**src/rtl/uart_pkg.sv**
```systemverilog
// uart_pkg: shared types and constants for the UART receive path.
//   rx_state_e     receiver FSM states
//   UART_DATA_BITS payload bits per frame (8N1)
//   clks_per_bit   clock cycles per line bit for a given clock and baud rate
package uart_pkg;

    typedef enum logic [2:0] {WAIT_IDLE, IDLE, START, DATA, STOP} rx_state_e;

    localparam int UART_DATA_BITS = 8;

    function automatic int clks_per_bit(input int freq, input int baud);
        return freq / baud;
    endfunction

endpackage

```
**src/rtl/uart_rx_fifo.sv**
```systemverilog
// uart_rx_fifo: synchronous first-word-fall-through FIFO for received bytes.
//   clk_i, rst_i  clock, asynchronous active-high reset
//   push_i/data_i write request and byte; accepted if not full or popping this cycle
//   pop_i         read request; ignored when empty
//   data_o        head entry (0 when empty)
//   full_o/empty_o occupancy flags
module uart_rx_fifo #(
    parameter int WIDTH = 8,
    parameter int DEPTH = 4
) (
    input  logic             clk_i,
    input  logic             rst_i,
    input  logic             push_i,
    input  logic             pop_i,
    input  logic [WIDTH-1:0] data_i,
    output logic [WIDTH-1:0] data_o,
    output logic             full_o,
    output logic             empty_o
);

    localparam int AW = $clog2(DEPTH);

    logic [WIDTH-1:0] mem [DEPTH];
    logic [AW:0]      wr_ptr, rd_ptr;
    logic             do_pop, do_push;

    // Extra wrap bit distinguishes full from empty when the indices coincide.
    assign empty_o = wr_ptr == rd_ptr;
    assign full_o  = wr_ptr == {~rd_ptr[AW], rd_ptr[AW-1:0]};
    assign do_pop  = pop_i && !empty_o;
    assign do_push = push_i && (!full_o || do_pop);
    assign data_o  = empty_o ? '0 : mem[rd_ptr[AW-1:0]];

    always_ff @(posedge clk_i or posedge rst_i) begin
        if (rst_i) begin
            wr_ptr <= '0;
            rd_ptr <= '0;
        end else begin
            wr_ptr <= do_push ? wr_ptr + 1'b1 : wr_ptr;
            rd_ptr <= do_pop ? rd_ptr + 1'b1 : rd_ptr;
        end
    end

    always_ff @(posedge clk_i) begin
        if (do_push) mem[wr_ptr[AW-1:0]] <= data_i;
    end

endmodule

```
**src/rtl/uart_byte_rx.sv**
```systemverilog
// uart_byte_rx: 8N1 UART receiver with a valid/ready byte stream output.
//   clk_i        clock (CLK_FREQ_HZ)
//   rst_i        asynchronous active-high reset; aborts any frame in progress
//   rx_i         asynchronous serial line, idle high
//   data_o       received byte, valid while valid_o=1
//   valid_o      byte available; transfer on valid_o && ready_i at posedge
//   ready_i      consumer accepts
//   frame_err_o  1-cycle pulse: stop bit sampled low, byte discarded
//   overrun_o    1-cycle pulse: completed byte dropped because the buffer was full
//   busy_o       frame reception in progress
// Build option: define UART_RX_FIFO_EN for a FIFO_DEPTH-entry output FIFO;
// otherwise a single holding register buffers one byte.
module uart_byte_rx
    import uart_pkg::*;
#(
    parameter int CLK_FREQ_HZ = 5_000_000,
    parameter int BAUD_RATE   = 115200,
    parameter int FIFO_DEPTH  = 4
) (
    input  logic                      clk_i,
    input  logic                      rst_i,
    input  logic                      rx_i,
    output logic [UART_DATA_BITS-1:0] data_o,
    output logic                      valid_o,
    input  logic                      ready_i,
    output logic                      frame_err_o,
    output logic                      overrun_o,
    output logic                      busy_o
);

    localparam int CPB = clks_per_bit(CLK_FREQ_HZ, BAUD_RATE);
    localparam int CW  = $clog2(CPB);
    localparam logic [CW-1:0] HALF_LAST = CW'(CPB / 2 - 1);
    localparam logic [CW-1:0] BIT_LAST  = CW'(CPB - 1);

    if (FIFO_DEPTH < 2 || (FIFO_DEPTH & (FIFO_DEPTH - 1)) != 0) begin : g_bad_depth
        $error("FIFO_DEPTH must be a power of 2 and at least 2");
    end

    logic                      sync_q, rx_s;
    rx_state_e                 state;
    logic [CW-1:0]             cnt;
    logic [2:0]                bit_cnt;
    logic [UART_DATA_BITS-1:0] shift;
    logic                      tick, push, pop, full;

    // START waits half a bit so every later sample lands mid-bit.
    assign tick   = cnt == (state == START ? HALF_LAST : BIT_LAST);
    assign push   = state == STOP && tick && rx_s;
    assign pop    = valid_o && ready_i;
    assign busy_o = state inside {START, DATA, STOP};

    always_ff @(posedge clk_i or posedge rst_i) begin
        if (rst_i) begin
            sync_q      <= 1'b1;
            rx_s        <= 1'b1;
            state       <= WAIT_IDLE;
            cnt         <= '0;
            bit_cnt     <= '0;
            shift       <= '0;
            frame_err_o <= 1'b0;
            overrun_o   <= 1'b0;
        end else begin
            sync_q      <= rx_i;
            rx_s        <= sync_q;
            frame_err_o <= state == STOP && tick && !rx_s;
            overrun_o   <= push && full && !pop;
            cnt         <= (busy_o && !tick) ? cnt + 1'b1 : '0;
            case (state)
                WAIT_IDLE: if (rx_s) state <= IDLE;
                IDLE:      if (!rx_s) state <= START;
                START: if (tick) begin
                    state   <= rx_s ? IDLE : DATA;
                    bit_cnt <= '0;
                end
                DATA: if (tick) begin
                    shift   <= {rx_s, shift[UART_DATA_BITS-1:1]};
                    bit_cnt <= bit_cnt + 1'b1;
                    if (bit_cnt == 3'(UART_DATA_BITS - 1)) state <= STOP;
                end
                // A low stop bit may be a break; wait for the line to return high.
                STOP:    if (tick) state <= rx_s ? IDLE : WAIT_IDLE;
                default: state <= WAIT_IDLE;
            endcase
        end
    end

`ifdef UART_RX_FIFO_EN
    logic empty;

    uart_rx_fifo #(
        .WIDTH(UART_DATA_BITS),
        .DEPTH(FIFO_DEPTH)
    ) u_fifo (
        .clk_i  (clk_i),
        .rst_i  (rst_i),
        .push_i (push),
        .pop_i  (pop),
        .data_i (shift),
        .data_o (data_o),
        .full_o (full),
        .empty_o(empty)
    );

    assign valid_o = !empty;
`else
    assign full = valid_o;

    always_ff @(posedge clk_i or posedge rst_i) begin
        if (rst_i) begin
            valid_o <= 1'b0;
            data_o  <= '0;
        end else if (push && (!full || pop)) begin
            valid_o <= 1'b1;
            data_o  <= shift;
        end else if (pop) begin
            valid_o <= 1'b0;
        end
    end
`endif

endmodule
```
**config.mk**
```make
export PLATFORM = sky130hd
export DESIGN_NAME = uart_byte_rx
export DESIGN_NICKNAME = d
export VERILOG_FILES = /design/src/rtl/uart_pkg.sv /design/src/rtl/uart_rx_fifo.sv /design/src/rtl/uart_byte_rx.sv
export SDC_FILE = /design/constraint.sdc
export NUM_CORES = 1
export LEC_CHECK = 0
export ABC_AREA = 1
export BUFFER_PORTS_ARGS = -buffer_cell sky130_fd_sc_hd__clkbuf_2
export CORE_MARGIN = 3
export CORE_UTILIZATION = 45
export DETAILED_ROUTE_END_ITERATION = 12
export PLACE_DENSITY = 0.66
export SYNTH_ARGS = -nofsm -noshare
export SYNTH_HDL_FRONTEND = slang
export SYNTH_SLANG_ARGS = --single-unit
```
**constraint.sdc**
```tcl
create_clock -name clk_i -period 1.3 [get_ports clk_i]
set_input_delay 0.13 -clock clk_i [delete_from_list [all_inputs] [get_ports clk_i]]
set_output_delay 0.13 -clock clk_i [all_outputs]
set_load 0.005 [all_outputs]
```
==> impl_metrics.json, run 1 <==
{
  "syn-num-nets": 172,
  "fin_ws_ps": -120,
  "tightest_slew_ps": 404,
  "drt-total-wl_mm": 3.18,
  "drtPass1Iterations": 4,
  "status": "finished with violations",
  "cts_tree": "yes",
  "ant_nets": 0,
  "finalClockSkew_ps": 7.60,
  "synth-main-ff-cell": "dfrtp_1",
  "fp.dieArea_um2": 4030,
  "grt.total_usage": 0.176,
  "clkPwrFrac": 0.189,
  "final_cell_mix": "54 x nand2_1, 30 x dfrtp_1, 26 x buf_4",
  "setup_tns_ps": -1060,
  "clockBufferDepth": 2,
  "power.density_nw_per_um2": 1740,
  "critPathSlowestCell": "dfrtp_1",
  "async_flop_share": 1.00,
  "dpl.hpwl_mm": 2.16,
  "io-pin-count": 16,
  "cp_cell_sequence": "inv_2, buf_4, buf_4, nand3_1, nor2_1, nor2_2, nand3_1, nand2_1, nand2_1",
  "grt_max_degree": 34,
  "drive_gt1_frac": 0.366,
  "drt-initial-drc-count": 64,
  "die_w_um": 63.5,
  "antenna_found_initial": 0,
  "finalHoldViolCount": 0,
  "cts_sinks": 33,
  "ir_worst_vdd_mv": 0.851,
  "yosysSeqAreaShare": 0.558,
  "crit_required_ps": 1530,
  "hp-class": "in2reg",
  "cpPeakStageDelay_ps": 370,
  "relSlewSlack": 0.731,
  "port-buffer-count": 15,
  "fin_crit_sh": 1.09,
  "grt_overflow": 0,
  "cell_internal_pwr_mw": 2.15,
  "path_class": "reg2reg",
  "worstPathArrival_ps": 1650,
  "synth_edf_count": 0,
  "switchingPower_mw": 1.29,
  "numCtsBuffers": 5,
  "vias": 1258,
  "yosysWarnings": 0,
  "layout_commonest_cell": "nand2_1",
  "cts_max_level": 2,
  "grt_pass1_wl_mm": 5.44,
  "syn_avg_cell_area_um2": 9.00,
  "critPathMaxFanout": 4,
  "drv_cap": 0,
  "fin_crit_ps": 1420,
  "max_freq_ghz": 0.704,
  "clock_latency_ps": 340,
  "area_growth_pct": 32.8,
  "die_h_um": 63.5,
  "postSynthCellCount": 165,
  "pwr-share-comb": 0.437,
  "violations": "negative setup slack",
  "wl_per_cell_um": 12.2,
  "routabilityCongestion": 0.843,
  "cts.clk_slew.worst_paths_ps": 100,
  "coreArea_um2": 3100,
  "grt_pass1_vias": 1244,
  "rsz0062_at_grt": "yes",
  "rows": 20,
  "syn_area_um2": 1490,
  "fillers": 263,
  "cts-root-buf": "clkbuf_4",
  "p_sw_frac": 0.375,
  "drv_slew": 0,
  "viasPerCell": 4.84,
  "initial_core_util": 0.479,
  "critPathCaptureType": "flop",
  "setup_viol": 24,
  "drc": 0,
  "final_util": 0.635,
  "p_leak_nw": 1.07,
  "startpoint_type": "flop",
  "nNetsFinal": 222,
  "ys_ff_latch": 33,
  "diodes": 0,
  "sequentialPowerShare": 0.374,
  "ys_types": 25
}
==> path summary, 6_finish.rpt <==
| path | start | to | slack (ps) | cells after the start |
|---|---|---|---|---|
| min | ready_i | data_o[7]$_DFFE_PP0P_ | 270 | 5 |
| max reg2reg | state[2]$_DFFE_PP0P_ | state[0]$_DFFE_PP0P_ | -120 | 9 |
| min reg2reg | sync_q$_DFF_PP1_ | rx_s$_DFF_PP1_ | 360 | 0 |
| max in group asynchronous | rst_i | rx_s$_DFF_PP1_ | 570 | 4 |
| min in group asynchronous | rst_i | data_o[6]$_DFFE_PP0P_ | 400 | 4 |
| max | state[2]$_DFFE_PP0P_ | state[0]$_DFFE_PP0P_ | -120 | 9 |
==> power by group through the flow <==
stage | combinational [mW] | clock, mW | sequential [mW]
2_1_floorplan | 0.654 | 0 | 1.30
3_3_place_gp | 1.07 | 0 | 1.29
3_5_place_dp | 1.12 | 0 | 1.29
4_1_cts | 1.38 | 0.670 | 1.28
5_1_grt | 1.63 | 0.715 | 1.31
6_report | 1.50 | 0.651 | 1.29
==> repair_timing <==
item / 4_1_cts / 5_1_grt
setup buffers: 6 / 2
pin swaps: 8 / 2
resized for setup: 17 / 5
hold buffers: 2 / 0
hold endpoints to repair: 32 / 0
gates cloned: 0 / 1
setup endpoints to repair: 24 / 31
==> flip-flops by register name, summed over array words and instances, names as in the netlist <==
register     flops
rx_s             1
cnt              6
shift            8
overrun_o        1
bit_cnt          3
valid_o          1
sync_q           1
data_o           8
state            3
frame_err_o      1
==> worst max-delay path, delay by kind of cell (launching register included) <==
family / cells / cell delay (ps)
AND/OR/NAND/NOR: 6 / 640
flip-flops: 1 / 370
buffers and inverters: 3 / 330
==> layer usage <==
layer,wire (um),GRT usage,share of wire,vias up
met5,0,0,0,-
li1,-,-,-,633
met1,1420,0.209,0.45,598
met4,48,0.0566,0.015,0
met3,143,0.0606,0.045,6
met2,1560,0.296,0.49,21
==> area by class of cell <==
class / instances / area [um^2] / share of cell area
Multi-Input combinational cell: 117 / 658 / 0.334
Timing Repair Buffer: 44 / 302 / 0.153
Sequential cell: 33 / 830 / 0.421
Clock buffer: 7 / 65.1 / 0.0330
Inverter: 14 / 57.6 / 0.0292
Clock inverter: 1 / 5.00 / 0.00254
Tap cell: 44 / 55.1 / 0.0279
==> per-stage QoR <==
stage / power (mW) / worst slack [ps] / area [um^2] / std cells / hold WS (ps)
floorplan: 1.96 / 6.16 / 1490 / 165 / 134
global placement: 2.36 / -78.5 / 1750 / 241 / 211
detailed placement: 2.41 / -134 / 1750 / 241 / 218
CTS: 3.33 / -56.7 / 1940 / 257 / 251
global route: 3.66 / -198 / 1970 / 260 / 301
finish: 3.44 / -120 / 1970 / 260 / 273
==> Yosys cell counts, types with 2 or more instances <==
library cell | n | area [um^2]
nand2_1 | 58 | 218
dfrtp_1 | 31 | 776
nand4_1 | 12 | 75.1
nor2_1 | 12 | 45.0
inv_1 | 11 | 41.3
nand3_1 | 5 | 25.0
o21ai_0 | 5 | 25.0
ha_1 | 3 | 37.5
nand2_2 | 3 | 18.8
nand3_2 | 3 | 30.0
a21oi_1 | 2 | 10.0
dfstp_2 | 2 | 52.6
inv_2 | 2 | 7.51
nor2_4 | 2 | 22.5
nor3_1 | 2 | 10.0
o21ai_1 | 2 | 10.0
xor2_1 | 2 | 17.5
==> cell families after synthesis <==
kind of cell / share of synthesized area
buffers and inverters: 0.0446
AND/OR/NAND/NOR: 0.324
adder cells (fa/ha/maj): 0.0253
flip-flops: 0.558
AO/OA/AOI/OAI: 0.0303
XOR/XNOR: 0.0177
No activity file was read; power rests on OpenSTA's default activity.
==> inputs of run 2 (changes only) <==
==> constraint.sdc (replaced) <==
create_clock -name clk_i -period 1.2 [get_ports clk_i]
set_input_delay 0.12 -clock clk_i [delete_from_list [all_inputs] [get_ports clk_i]]
set_output_delay 0.12 -clock clk_i [all_outputs]
set_load 0.005 [all_outputs]
==> run 2 against run 1 <==
Compared with the run above:
- the flow still finishes with violations (negative setup slack)
- global-route usage is 1.2 points higher
- non-clock buffer count is 4 higher
- worst hold slack got worse by 22 ps
- first-iteration DRC count rose by 38%
- routed wire length rose by 4.8%
- setup slack worse by 75 ps
- die area stayed put
- largest power group unchanged
==> impl_metrics.json, run 2 (same netlist as run 1, synthesis figures left out) <==
{
  "status": "finished with violations",
  "violations": "negative setup slack",
  "layout_commonest_cell": "nand2_1",
  "fin_ws_ps": -195,
  "cts_sinks": 33,
  "rows": 20,
  "grt_max_degree": 34,
  "drc": 0,
  "crit_family": "simple AND/OR/NAND/NOR gates",
  "cts.clk_slew.worst_paths_ps": 100,
  "cell_internal_pwr_mw": 2.70,
  "ir_worst_vdd_mv": 1.56,
  "grt_pass1_wl_mm": 5.91,
  "startpoint_type": "flop",
  "crit_required_ps": 1430,
  "finalHoldViolCount": 0,
  "drt-total-wl_mm": 3.33,
  "post-place-ws_ps": -184,
  "drv_slew": 0,
  "fin_crit_ps": 1400,
  "reg_top3": "data_o (8), shift (8), cnt (6)",
  "critPathMaxFanout": 8,
  "rsz0062_at_grt": "yes",
  "r2r_setup_slack_ps": -200,
  "path_class": "reg2reg",
  "grt_pass1_vias": 1346,
  "routabilityCongestion": 0.812,
  "cts_tree": "yes",
  "critPathCaptureType": "flop",
  "clkPwrFrac": 0.204,
  "cpPeakStageDelay_ps": 430,
  "cp_cell_sequence": "inv_2, nor2_2, nand2_1, nand2_2, nand2_2, nor2_4, nand4_4, nand2_1, nand2_1",
  "numCtsBuffers": 5,
  "p_leak_nw": 1.10,
  "total_power_mw": 4.19,
  "clock_latency_ps": 340,
  "dpl.hpwl_mm": 2.20,
  "seq_area_um2": 828,
  "worstPathArrival_ps": 1630,
  "drtPass1Iterations": 4,
  "area_growth_pct": 40.7,
  "power.density_nw_per_um2": 2010,
  "drv_cap": 0,
  "hp-class": "in2reg",
  "diodes": 0,
  "cts-root-buf": "clkbuf_4",
  "fin_crit_sh": 1.16,
  "crit_top_cell": "nand2_1",
  "switchingPower_mw": 1.49,
  "max_freq_ghz": 0.717,
  "final_cell_mix": "51 x nand2_1, 31 x dfrtp_1, 26 x buf_4",
  "io-pin-count": 16,
  "fp.dieArea_um2": 4030,
  "clockBufferDepth": 2,
  "viasPerCell": 4.77,
  "grt_overflow": 0,
  "coreArea_um2": 3100,
  "critPathSlowestCell": "dfrtp_1",
  "ant_nets": 0,
  "sequentialPowerShare": 0.333,
  "fillers": 264,
  "dpl_cell_area_um2": 1800,
  "nNetsFinal": 226,
  "multiInputGateArea_um2": 711,
  "tightest_slew_ps": 405,
  "port-buffer-count": 15,
  "grt.total_usage": 0.188,
  "antenna_found_initial": 0,
  "finalClockSkew_ps": 15.2,
  "die_w_um": 63.5,
  "postLayoutCellArea_um2": 2090,
  "die_h_um": 63.5,
  "vias": 1259,
  "setup_viol": 31,
  "drt-initial-drc-count": 88,
  "pwr-share-comb": 0.462,
  "drive_gt1_frac": 0.432,
  "wl_per_cell_um": 12.6,
  "path_buf_inv": 1,
  "initial_core_util": 0.479,
  "p_sw_frac": 0.356,
  "cts_max_level": 2,
  "relSlewSlack": 0.730
}
run 2: cell types whose count changed in the layout (fill, tap and decap cells not counted), sizes merged:
cell / before / now
nand2: 63 / 62
clkbuf: 22 / 21
buf: 27 / 32
clkinv: 2 / 1
nor2: 15 / 16
bufinv: 0 / 1
run 2: layout make-up:
type | instances | share of cell area
flip-flops and latches | 33 | 0.396
well taps | 44 | 0.0263
clock inverters | 1 | 0.0144
clock buffers | 7 | 0.0263
repair buffers | 48 | 0.169
inverters | 14 | 0.0275
multi-input cells | 117 | 0.340
run 2: worst paths after layout:
path,start,endpoint,cells past startpoint
min reg2reg,sync_q$_DFF_PP1_,rx_s$_DFF_PP1_,0
max reg2reg,cnt[3]$_DFF_PP0_,data_o[3]$_DFFE_PP0P_,9
max,cnt[3]$_DFF_PP0_,data_o[3]$_DFFE_PP0P_,9
min,ready_i,valid_o$_DFFE_PP0P_,4
max in group asynchronous,rst_i,sync_q$_DFF_PP1_,4
min in group asynchronous,rst_i,data_o[4]$_DFFE_PP0P_,4
run 2: timing repair:
action,CTS,global route
hold buffers,2,0
pin swaps,6,4
endpoints found under the setup margin,32,32
hold endpoints to repair,32,0
cloned,1,0
gates resized for setup,18,17
setup buffers,7,1
run 2: per-stage QoR:
stage	std cells	setup TNS (ps)	hold WS, ps	util
after global routing	264	-8020	268	0.673
final	264	-4690	251	0.673
after detailed placement	245	-4120	207	0.579
after floorplan	165	-1390	124	-
after CTS	263	-4140	252	0.654
after global placement	245	-3370	201	0.579
run 2: routing by layer:
layer  wire [um]  track usage
met1        1520        0.225
met2        1670        0.323
met3         108       0.0553
met4          29       0.0566
met5           0            0
run 2: power by group through the flow:
stage               sequential [mW]  clock, mW  combinational [mW]
floorplan                      1.41          0               0.765
global placement               1.40          0                1.33
detailed placement             1.40          0                1.37
CTS                            1.39      0.881                1.72
global route                   1.42      0.942                2.11
finish                         1.40      0.858                1.94
run 2: worst reg2reg max path: stages, from the launching register on:
cell	delay (ps)
dfrtp_1	430
inv_2	60
nor2_2	80
nand2_1	70
nand2_2	100
nand2_2	70
nor2_4	150
nand4_4	170
nand2_1	100
nand2_1	50
==> inputs of run 3 (changes only) <==
--- a/config.mk
+++ b/config.mk
@@ -6,11 +6,12 @@
 export NUM_CORES = 1
 export LEC_CHECK = 0
 export ABC_AREA = 1
-export BUFFER_PORTS_ARGS = -buffer_cell sky130_fd_sc_hd__clkbuf_2
+export BUFFER_PORTS_ARGS = -buffer_cell sky130_fd_sc_hd__buf_2
 export CORE_MARGIN = 3
 export CORE_UTILIZATION = 45
 export DETAILED_ROUTE_END_ITERATION = 12
-export PLACE_DENSITY = 0.66
+export PLACE_DENSITY_LB_ADDON = 0.25
+export REMOVE_ABC_BUFFERS = 1
 export SYNTH_ARGS = -nofsm -noshare
 export SYNTH_HDL_FRONTEND = slang
 export SYNTH_SLANG_ARGS = --single-unit
==> run 3 against run 2 <==
Compared with the run above:
- the run still ends with negative setup slack left
- worst hold slack better by 54 ps
- sequential share of layout area increased by 1.2 points
- clock skew fell by 3.3 ps
- first-iteration DRC count up 24%
- utilization decreased by 1.9 points
- critical path type is now reg2out
- largest cell class unchanged
- largest power group unchanged
==> impl_metrics.json, run 3 (same netlist as run 1, synthesis figures left out) <==
{
  "reg_top3": "data_o (8), shift (8), cnt (6)",
  "fillers": 264,
  "drv_slew": 0,
  "drc": 0,
  "vias": 1306,
  "fin_ws_ps": -219,
  "relSlewSlack": 0.836,
  "holdWs_ps": 305,
  "wl_per_cell_um": 13.0,
  "rsz0062_at_grt": "yes",
  "viasPerCell": 4.98,
  "critPathMaxFanout": 5,
  "final_util": 0.654,
  "tightest_slew_ps": 246,
  "grt_pass1_wl_mm": 6.09,
  "hold_path_depth": 5,
  "startpoint_type": "flop",
  "max_freq_ghz": 0.705,
  "post-place-ws_ps": -236,
  "crit_required_ps": 1080,
  "cp_cell_sequence": "inv_2, nand3_4, nand2_4, buf_4, buf_2",
  "cpPeakStageDelay_ps": 470,
  "drv_cap": 0,
  "diodes": 0,
  "die_w_um": 63.5,
  "layout_commonest_cell": "nand2_1",
  "grt.total_usage": 0.191,
  "setup_viol": 31,
  "seq_area_um2": 830,
  "fp.dieArea_um2": 4030,
  "grt_overflow": 0,
  "final_cell_mix": "43 x nand2_1, 30 x dfrtp_1, 26 x buf_4",
  "nNetsFinal": 224,
  "worstPathArrival_ps": 1300,
  "path_buf_inv": 3,
  "fin_crit_sh": 1.18,
  "coreArea_um2": 3100,
  "rows": 20,
  "area_growth_pct": 36.7,
  "ant_nets": 0,
  "critPathSlowestCell": "dfrtp_2",
  "die_h_um": 63.5,
  "drt-total-wl_mm": 3.42,
  "clockBufferDepth": 2,
  "cts-root-buf": "clkbuf_4",
  "hp-class": "in2reg",
  "power.density_nw_per_um2": 1780,
  "path_class": "reg2out",
  "port-buffer-count": 15,
  "critPathCaptureType": "output pin",
  "drive_gt1_frac": 0.436,
  "multiInputGateArea_um2": 708,
  "rr_endpoint": "state[0]$_DFFE_PP0P_",
  "crit_family": "flip-flops",
  "violations": "negative setup slack",
  "grt_max_degree": 34,
  "status": "finished with violations",
  "p_leak_nw": 1.10,
  "antenna_found_initial": 0,
  "drtPass1Iterations": 5,
  "grt_pass1_vias": 1350,
  "cts.clk_slew.worst_paths_ps": 100,
  "numCtsBuffers": 5,
  "fin_crit_ps": 1420,
  "timing.rr.start": "state[1]$_DFFE_PP0P_",
  "cts_tree": "yes",
  "initial_core_util": 0.479,
  "cts_sinks": 33,
  "r2r_setup_slack_ps": -210,
  "finalClockSkew_ps": 11.9,
  "hp-start": "ready_i",
  "cts_max_level": 2,
  "dpl.hpwl_mm": 2.22,
  "clock_latency_ps": 330,
  "dpl_cell_area_um2": 1780,
  "setup_tns_ps": -4910,
  "holdPathEnd": "overrun_o$_DFF_PP0_",
  "routabilityCongestion": 0.808,
  "drt-initial-drc-count": 109,
  "critPathLaunch": "state[1]$_DFFE_PP0P_",
  "ir_worst_vdd_mv": 0.814,
  "finalHoldViolCount": 0,
  "io-pin-count": 16,
  "reg2reg_depth": 8,
  "postLayoutCellArea_um2": 2030
}
[run 3: changes by cell type in the layout (fill, tap and decap cells not counted), moves of 5 or more]
cell	before	now
nand2_1	51	43
buf_6	6	1
nand2_2	8	15
nor2_2	10	1
clkbuf_2	14	0
buf_2	0	15
nor2_1	3	11
[run 3: metal layers]
| layer | global-route usage | vias to the layer above | wire [um] |
|---|---|---|---|
| met2 | 0.321 | 34 | 1710 |
| met5 | 0 | - | 0 |
| met1 | 0.242 | 613 | 1510 |
| li1 | - | 649 | - |
| met4 | 0.0755 | 0 | 72 |
| met3 | 0.0374 | 10 | 118 |
[run 3: tightest hold or removal path, stage by stage]
cell     delay [ps]
buf_2            80
inv_1            30
nand2_1         130
buf_4           190
nor2_1           50
[run 3: cell type report]
class	count	area share
Timing Repair Buffer	45	0.158
Clock inverter	1	0.00246
Timing Repair inverter	1	0.00431
Multi-Input combinational cell	117	0.349
Clock buffer	7	0.0222
Tap cell	44	0.0271
Inverter	14	0.0283
Sequential cell	33	0.409
[run 3: metrics by stage]
stage | total power, mW | std cells
2_1_floorplan | 2.12 | 163
3_3_place_gp | 2.60 | 244
3_5_place_dp | 2.66 | 244
4_1_cts | 3.47 | 259
5_1_grt | 3.89 | 262
6_report | 3.62 | 262
[run 3: power breakdown]
| group | switching, mW | internal (mW) |
|---|---|---|
| logic | 0.896 | 0.732 |
| registers | 0.133 | 1.27 |
| clock network | 0.357 | 0.228 |
[run 3: timing repair]
action | in CTS | in global routing
endpoints found under the hold margin | 32 | 0
resized for setup | 23 | 17
endpoints found under the setup margin | 31 | 32
cloned | 2 | 0
pin swaps | 7 | 11
hold buffers | 2 | 0
buffers inserted | 3 | 3
[run 3: how the worst max path moves through the flow]
| stage | depth (start not counted) | end |
|---|---|---|
| 4_1_cts | 9 | data_o[1]$_DFFE_PP0P_ |
| 3_3_place_gp | 9 | data_o[0]$_DFFE_PP0P_ |
| 6_report | 5 | busy_o |
| 3_5_place_dp | 6 | data_o[1]$_DFFE_PP0P_ |
| 5_1_grt | 9 | data_o[4]$_DFFE_PP0P_ |
| 2_1_floorplan | 8 | data_o[0]$_DFFE_PP0P_ |
